### src/rtl/hififo_pkg.sv
// hififo_pkg: shared tag layout, PIO address map and helpers for the hififo DMA blocks.
package hififo_pkg;
    localparam int TAG_W = 8;
    localparam int TAG_SEQ_LSB = 0;
    localparam logic [12:0] PIO_ENABLE_ADDR = 13'd16;
    function automatic int clog2(input int v);
        int r = 0;
        for (int i = 0; i < 31; i++) if ((1 << i) < v) r = i + 1;
        return r;
    endfunction
endpackage

### src/rtl/hififo_rr_pick.sv
// hififo_rr_pick: combinational round-robin picker, first request at or after ptr wins.
module hififo_rr_pick #(
    parameter int N = 4,
    parameter int IW = 2
) (
    input  logic [N-1:0]  req,
    input  logic [IW-1:0] ptr,
    output logic [N-1:0]  gnt,
    output logic [IW-1:0] idx,
    output logic          any
);
    always_comb begin
        idx = '0;
        // Walk from the farthest offset down so the nearest request is written last.
        for (int i = N - 1; i >= 0; i--) if (req[(int'(ptr) + i) % N]) idx = IW'((int'(ptr) + i) % N);
        any = |req;
        gnt = any ? N'(1) << idx : '0;
    end
endmodule

### src/rtl/hififo_rr_arbiter.sv
// hififo_rr_arbiter: round-robin merge of per-channel read requests with tag
// allocation, outstanding-tag tracking and a PIO channel-enable mask.
module hififo_rr_arbiter import hififo_pkg::*; #(
    parameter int NCH = 4,
    parameter int SEQ_BITS = 3,
    parameter logic [12:0] ENABLE_ADDR = PIO_ENABLE_ADDR
) (
    input  logic                       clock,
    input  logic                       reset,
    input  logic                       pio_wvalid,
    input  logic [12:0]                pio_addr,
    input  logic [63:0]                pio_wdata,
    input  logic [NCH-1:0]             rr_valid,
    output logic [NCH-1:0]             rr_ready,
    input  logic [NCH*64-1:0]          rr_addr,
    output logic                       rrm_valid,
    input  logic                       rrm_ready,
    output logic [63:0]                rrm_addr,
    output logic [TAG_W-1:0]           rrm_tag,
    input  logic                       rc_done,
    input  logic [TAG_W-1:0]           rc_tag,
    output logic [NCH*(1<<SEQ_BITS)-1:0] busy,
    output logic                       tag_error,
    output logic                       idle
);
    localparam int CH_BITS = (NCH > 1) ? clog2(NCH) : 1;
    localparam int NS = 1 << SEQ_BITS;

    logic [NCH-1:0][NS-1:0] busy_q, busy_nxt;
    logic [NCH-1:0][SEQ_BITS-1:0] seq_ptr;
    logic [NCH-1:0] enable, eligible, gnt;
    logic [CH_BITS-1:0] rr_ptr, gidx, rc_ch;
    logic [SEQ_BITS-1:0] rc_seq;
    logic slot_free, any, rc_ok, unused_bits;

    assign unused_bits = ^pio_wdata;
    assign busy = busy_q;
    assign rr_ready = gnt;
    assign slot_free = !rrm_valid || rrm_ready;
    assign idle = busy_q == '0 && !rrm_valid;
    assign rc_seq = rc_tag[TAG_SEQ_LSB +: SEQ_BITS];
    assign rc_ch = rc_tag[SEQ_BITS +: CH_BITS];
    // Channel field plus zero pad must name a real channel before the busy lookup counts.
    assign rc_ok = int'(rc_tag >> SEQ_BITS) < NCH && busy_q[rc_ch][rc_seq];

    always_comb begin
        for (int k = 0; k < NCH; k++) eligible[k] = rr_valid[k] & enable[k] & ~busy_q[k][seq_ptr[k]];
    end

    hififo_rr_pick #(.N(NCH), .IW(CH_BITS)) u_pick (
        .req(eligible & {NCH{slot_free}}),
        .ptr(rr_ptr),
        .gnt(gnt),
        .idx(gidx),
        .any(any)
    );

    always_comb begin
        busy_nxt = busy_q;
        if (any) busy_nxt[gidx][seq_ptr[gidx]] = 1'b1;
        if (rc_done && rc_ok) busy_nxt[rc_ch][rc_seq] = 1'b0;
    end

    always_ff @(posedge clock or posedge reset) begin
        if (reset) begin
            enable <= '0;
            seq_ptr <= '0;
            rr_ptr <= '0;
            busy_q <= '0;
            rrm_valid <= 1'b0;
            rrm_addr <= '0;
            rrm_tag <= '0;
            tag_error <= 1'b0;
        end else begin
            if (pio_wvalid && pio_addr == ENABLE_ADDR) enable <= pio_wdata[NCH-1:0];
            if (slot_free) rrm_valid <= any;
            if (any) begin
                rrm_addr <= rr_addr[int'(gidx)*64 +: 64];
                rrm_tag <= TAG_W'({gidx, seq_ptr[gidx]});
                seq_ptr[gidx] <= seq_ptr[gidx] + 1'b1;
                rr_ptr <= (int'(gidx) == NCH - 1) ? '0 : gidx + 1'b1;
            end
            busy_q <= busy_nxt;
            if (rc_done && !rc_ok) tag_error <= 1'b1;
        end
    end
endmodule

### config.mk
export PLATFORM = sky130hd
export DESIGN_NAME = hififo_rr_arbiter
export DESIGN_NICKNAME = d
export VERILOG_FILES = /design/src/rtl/hififo_pkg.sv /design/src/rtl/hififo_rr_pick.sv /design/src/rtl/hififo_rr_arbiter.sv
export SDC_FILE = /design/constraint.sdc
export NUM_CORES = 1
export LEC_CHECK = 0
export CELL_PAD_IN_SITES_DETAIL_PLACEMENT = 1
export CELL_PAD_IN_SITES_GLOBAL_PLACEMENT = 1
export CORE_MARGIN = 3
export CORE_UTILIZATION = 26
export CTS_CLUSTER_DIAMETER = 150
export CTS_CLUSTER_SIZE = 40
export DETAILED_ROUTE_END_ITERATION = 8
export GPL_ROUTABILITY_DRIVEN = 0
export PLACE_DENSITY_LB_ADDON = 0.2
export REMOVE_ABC_BUFFERS = 1
export SLEW_MARGIN = 10
export SYNTH_ARGS = -nofsm -noshare
export SYNTH_HDL_FRONTEND = slang
export SYNTH_SLANG_ARGS = --single-unit
### constraint.sdc
create_clock -name clock -period 5.05 [get_ports clock]
set_clock_uncertainty 0.1 [all_clocks]
set_input_delay 1.01 -clock clock [delete_from_list [all_inputs] [get_ports clock]]
set_output_delay 1.01 -clock clock [all_outputs]
set_load 0.03 [all_outputs]
# ---- After elaboration in Yosys (flattened, before gate mapping)
# Index checks and enable logic that the tools add are counted.
dict set report word_totals {
  reg_bits 121
  in_bits 350
  out_inout_bits 111
  word_cells 120
}
dict set report classes {
  n_addsub 5
  magnitude_cmp 17
  eq_ne 2
  n_shift 2
  n_mux 44
  bitwise 19
  n_reduce_logical 17
}
# cell count
set ops {}
lappend ops {{variable part select 256 x 9 -> 64 bit} 1}
lappend ops {{2-to-1 mux 32 bit} 2}
lappend ops {{< comparator 3 x 4 -> 1 bit, second input constant} 9}
lappend ops {{AND 32 bit} 1}
lappend ops {{demux 8 bit (select 2 bit)} 2}
lappend ops {{logical NOT 32 bit} 1}
lappend ops {{NOT 32 bit} 1}
lappend ops {{OR 32 bit} 1}
lappend ops {{2-to-1 mux 8 bit} 3}
lappend ops {{binary-select mux 8 bit (select 2 bit)} 1}
lappend ops {{binary-select mux 1 bit (select 3 bit)} 5}
lappend ops {{2-to-1 mux 1 bit} 14}
lappend ops {{equality test 13 x 5 -> 1 bit, second input constant} 1}
lappend ops {{bitwise mux 12 bit} 1}
lappend ops {{2-to-1 mux 2 bit} 5}
lappend ops {{logical AND 1 bit} 9}
lappend ops {{< comparator 2 x 3 -> 1 bit, second input constant} 3}
lappend ops {{AND 1 bit} 8}
lappend ops {{binary-select mux 1 bit (select 2 bit)} 4}
lappend ops {{binary-select mux 3 bit (select 2 bit)} 1}
lappend ops {{demux 1 bit (select 3 bit)} 2}
lappend ops {{demux 3 bit (select 2 bit)} 1}
lappend ops {{>= comparator 3 x 1 -> 1 bit, second input constant} 2}
lappend ops {{2-to-1 mux 3 bit} 2}
lappend ops {{other kinds (15)} 26}

# ---- Depth between registers and ports, before layout
dict set report depth {
  word_depth 24
  ltp_mapped 15
  depth_no_buf 11
}

# ---- Modules after synthesis
# A second synthesis with hierarchy kept.
dict set report hier_totals {
  hier_cells 547
  hier_area_um2 7289.5
}
# mod n_inst cells_each area_per_inst_um2 seq_area_each_um2
set modules_own_cells {}
lappend modules_own_cells {hififo_rr_arbiter 1 514 7078.0 3027.9}
lappend modules_own_cells {hififo_rr_pick 1 33 211.5 0.0}

# ---- Worst setup path before layout
# Ideal clock, no wire load.
dict set report synth_timing {
  path_kind {input port to output port}
  startpoint {input port rrm_ready}
  endpoint {output port rr_ready[0]}
  t_arrival_ns 3.252
  required_time_ns 3.940
  slack_ns 0.688
  path_stages 11
  n_path_buf 3
  path_cell_list {nand2b_1 nand3_1 a31oi_1 a31oi_1 o211ai_1 clkbuf_1 clkbuf_1 clkbuf_1 ha_1 nand2_1 clkinv_1}
}
dict set report synth_between {
  elab_chain_len 11
  elab_cells_between_ends 20
  cone_classes {1 x shift; 16 x mux; 1 x bitwise; 2 x reduce/logical}
}
# item line_no
set synth_lines {}
lappend synth_lines {{start, declared} hififo_rr_arbiter.sv:17} ;# input logic rrm_ready,
lappend synth_lines {{logical OR 1 bit *} hififo_rr_arbiter.sv:39} ;# assign slot_free = !rrm_valid || rrm_ready;
lappend synth_lines {{AND 4 bit *} hififo_rr_arbiter.sv:51} ;# .req(eligible & {NCH{slot_free}}),
lappend synth_lines {{binary-select mux 1 bit (select 2 bit)} hififo_rr_pick.sv:15} ;# for (int i = N - 1; i >= 0; i--) if (req[(int'(ptr) + i) % N]) idx = IW'((int'(ptr) + i) % N);
lappend synth_lines {{2-to-1 mux 1 bit (not written as such) (2 in series)} hififo_rr_pick.sv:15}
lappend synth_lines {{2-to-1 mux 2 bit (4 in series)} hififo_rr_pick.sv:15}
lappend synth_lines {{left shift 1 x 2 -> 4 bit} hififo_rr_pick.sv:17} ;# gnt = any ? N'(1) << idx : '0;
lappend synth_lines {{2-to-1 mux 4 bit *} hififo_rr_pick.sv:17}
lappend synth_lines {{end, declared} hififo_rr_arbiter.sv:14} ;# output logic [NCH-1:0] rr_ready,
# Mark *: on every way between the ends. The rest lies on a longest branch, timed or not. The select of a mux whose other input is x is not followed.

# ---- Final worst setup path
dict set report layout_timing {
  startpoint {input port rrm_ready}
  endpoint {output port rr_ready[2]}
}
# Same word-level chain as after synthesis.

==> impl.org <==
** Synthesis
- Of all flip-flops after synthesis, the portion carrying an async set or reset was between 90% and 100%.
- Summing every instance area after synthesis gives approximately 7700 µm².
- Synth area leaders :: dfrtp_1 (39%), nand2_1 (12%), mux2i_1 (5.6%)
- Yosys mapped a number of flops with a built-in enable equal to 0.
- Count of mapped cells out of synthesis :: approximately 900
- After synthesis the netlist holds a flip-flop and latch count of 121.
- Distinct cell type count of the synthesized netlist :: 55
- The most used flip-flop cell after synthesis is dfrtp_1.
- In this run the mean area of a mapped cell was roughly 8.6 µm².
- The top cell type by area accounts for 39.5% of the synthesized area.
- Of all cell types, the one taking the most synthesized area is dfrtp_1.
- Yosys printed 0 warnings.
- Summing the sequential cell areas from Yosys gives 39.5% of the chip area.

** Clock network
- Post-cts hold buffer count :: 0
- In this run the number of H-tree levels came out at 4.
- Number of buffers added by the clock tree synthesis step :: 17
- Clock tree from TritonCTS :: built
- The later pin in the worst-skew pair is clocked with a latency of roughly 0.42 ns.
- Clock Tree Buf Depth :: 2
- Sink Count :: about 120
- After clock tree synthesis, the clock-pin slew on the worst setup and hold paths is approximately 0.06 ns.
- CTS root buf :: clkbuf_16

** STA
- Headroom to the max-slew limit came out at between 20% and 30%.
- Derived from the worst setup path, the maximum achievable clock frequency is slightly above 200 MHz.
- Across all hold checks on the routed design, the worst slack comes to between 0.3 and 0.4 ns.
- Final Cycle Share :: between 90% and 100%
- Final critical-path required period :: between 4 and 5 ns
- Setup repair after global routing left no endpoint under its margin.
- Final-report setup violation count :: 0
- The count of pins over their slew limit was 0.
- For the pin with the worst max-slew slack, the measured transition is around 1.1 ns.
- Endpoints failing hold :: 0

** Critical path
- Path type of the worst setup path :: input port to output pin
- Worst endpoint data arrival time :: ~3.7 ns
- The worst setup path is captured at an output pin.
- Req. time, crit path :: 3.94 ns
- Startpoint Class :: input port
- In this run the worst path has a maximum fanout of 7.

** Route
- Per-cell routed wire length :: about 23 µm
- DRC violation count after routing :: 0
- Number of nets with antenna violations after detailed routing :: 0
- Using the TritonRoute via totals, the vias-per-cell ratio works out to roughly 5.2.
- In this run, the number of DRC markers left after iteration 0 of detailed routing was 416.
- Total length of routed wires :: between 30000 and 40000 µm
- Across all layers, the routed design uses approximately 8.6k vias.
- Pre-antenna DRT Iters :: 4

** Global routing
- Global routing finished with a remaining overflow of 0.
- The number of global-route vias before repair is between 8k and 9k.
- The number of antenna violations at the first check in global routing was 10.
- Global-route usage over all layers :: between 20% and 30%
- Entering global routing, the biggest net connects roughly 140 pins.
- Global-route wire length before repair :: ~56000 µm

** Die
- The die is 178 µm tall.
- Core outline area :: about 29000 µm²
- In this run the count of I/O pins placed on the die edge is around 460.
- The die covers roughly 32000 µm².
- Row generation in the floorplan step produced 62 rows.
- Once the floorplan was initialized, standard cells occupied a little over a quarter of the core.
- From left edge to right edge, the die measures 178 µm.

** Power and ir drop
- Net switching is 26.5% of the power.
- Share of total power in sequential cells :: between 30 and 40%
- Static Leakage :: 5.69 nW
- The internal portion of the total power is ~2.1 mW.
- Power spread over the standard cell area amounts to between 200 and 250 nW/µm².
- Combinational cells account for 19.6% of the total power.
- Relative contribution of the clock network to total power :: approximately 44%
- The worst-case IR drop observed on VDD is 0.188 mV.
- Summed over all nets, the switching power comes to 0.763 mW.
- Final Power :: roughly 2.9 mW

** Placement
- Detailed placement finished with a half-perimeter wire length of roughly 28000 µm.
- During placement, the flow inserted port buffers numbering 397.
- Including well taps, the total number of placed cells is approximately 1.6k.

** Flow run
- Max-cap violations :: 0

** Worst hold path
- Classification of the worst-slack hold path :: flip-flop to flip-flop

** Layout
- Of the cells placed in the final design, the portion with a size suffix greater than 1 is under 10%.
- The net count of the finished layout is about 1.6k.
- Fin util :: between 40 and 50%
- Post-Layout Cell Count :: between 1.5k and 2k
- Synth-to-Final Area Change :: 64.9%

** Status
- The flow ran to the end, and the final reports show no timing, DRC or antenna violations.
[path summary, 6_finish.rpt]
check	from	slack [ns]	cells after the start	endpoint
min	rrm_tag[2]	0.37	2	rrm_tag[2]
min reg2reg	rrm_tag[2]	0.37	2	rrm_tag[2]
max reg2reg	seq_ptr[0]	0.90	11	busy[9]
max	rrm_ready	0.20	11	rr_ready[2]
min in group asynchronous	reset	1.05	2	rrm_addr[23]
max in group asynchronous	reset	2.91	3	rrm_addr[16]
[power by group through the flow]
stage	combinational, mW	sequential, mW	clock [mW]
floorplan	0.117	1.13	0
detailed placement	0.565	1.06	0
CTS	0.569	1.04	1.31
global route	0.598	1.04	1.35
global placement	0.559	1.05	0
finish	0.562	1.04	1.27
[timing repair]
action,in CTS,in global routing
setup endpoints to repair,0,2
resized for setup,0,1
buffers inserted,0,0
[synth_stat cells, types with 2 or more instances]
master / number
nand3b_1: 2
mux4_2: 14
dfrtp_1: 121
a22oi_1: 2
a21o_1: 45
clkbuf_1: 40
nor4_1: 21
o32a_1: 2
mux2_2: 9
o211ai_1: 3
o22a_1: 9
a41oi_1: 12
nand3_1: 6
o21ai_0: 27
a31oi_1: 3
or3_1: 2
a2bb2oi_1: 4
inv_2: 2
xnor2_1: 4
a211oi_1: 2
buf_1: 4
nor2_1: 36
and3_1: 47
inv_1: 8
xor2_1: 4
buf_4: 6
nand4_1: 5
ha_1: 4
clkinv_1: 4
a311oi_1: 45
nor2b_1: 4
mux2i_1: 43
nor3_1: 11
nand2b_1: 4
a221oi_1: 4
nand2_1: 251
buf_2: 23
a21oi_1: 46
[critical path, cell delays in order]
cell	delay, ns
clkdlybuf4s50_1	0.44
nand2b_1	0.21
nand3_1	0.14
a31oi_2	0.24
inv_1	0.11
a211oi_4	0.32
inv_4	0.11
ha_1	0.22
nand2_1	0.13
clkinv_1	0.17
clkdlybuf4s50_1	0.64
[state kept, by name, indices dropped and copies added (netlist names)]
register   count
rrm_valid      1
rrm_tag        5
enable         4
rrm_addr      64
rr_ptr         2
busy          32
tag_error      1
seq_ptr       12
[stage by stage]
stage	cell area [µm²]	setup WS (ns)	TNS, ns
2_1_floorplan	7340	-5.16	-465.86
3_3_place_gp	12000	0.115	0
3_5_place_dp	12000	0.107	0
4_1_cts	12600	0.101	0
5_1_grt	12600	0.0270	0
6_report	12600	0.200	0
[routing by layer]
layer | global-route usage (%) | part of all wire [%]
met1 | 29.2 | 41
met2 | 38.5 | 49
met3 | 6.82 | 7.5
met4 | 7.89 | 2.6
met5 | 0 | 0.18
[cell type report]
cell class | instances | area (µm²)
clock inverters | 14 | 174
inverters | 14 | 57.6
multi-input cells | 688 | 4280
diodes | 3 | 7.51
repair buffers | 422 | 4200
flip-flops and latches | 121 | 3030
fillers | 3328 | 16200
clock buffers | 17 | 425
well taps | 384 | 480
[cells by family after synthesis]
family,synth area share (%)
compound gates,19.4
mux,11.4
other cells,0.0489
flops,39.5
simple gates,23.0
xor+xnor,0.913
buf+inv,5.14
fa+ha+maj,0.652
[layout by cell type (no fill, tap or decap), types with 5 or more instances in the layout]
cell and n:
a41oi_1 12, clkbuf_16 17, inv_1 7, a21o_1 45
o21ai_0 27, mux2i_1 42, and3_1 46, a311oi_1 45
nand4_1 5, nor4_1 21, nor2_1 36, clkdlybuf4s50_1 396
a21oi_1 46, o22a_1 9, mux4_2 14, nand3_1 6
mux2_2 9, buf_4 23, nor3_1 11, dfrtp_1 121
nand2_1 251
Power figures use the tool's default switching activity.
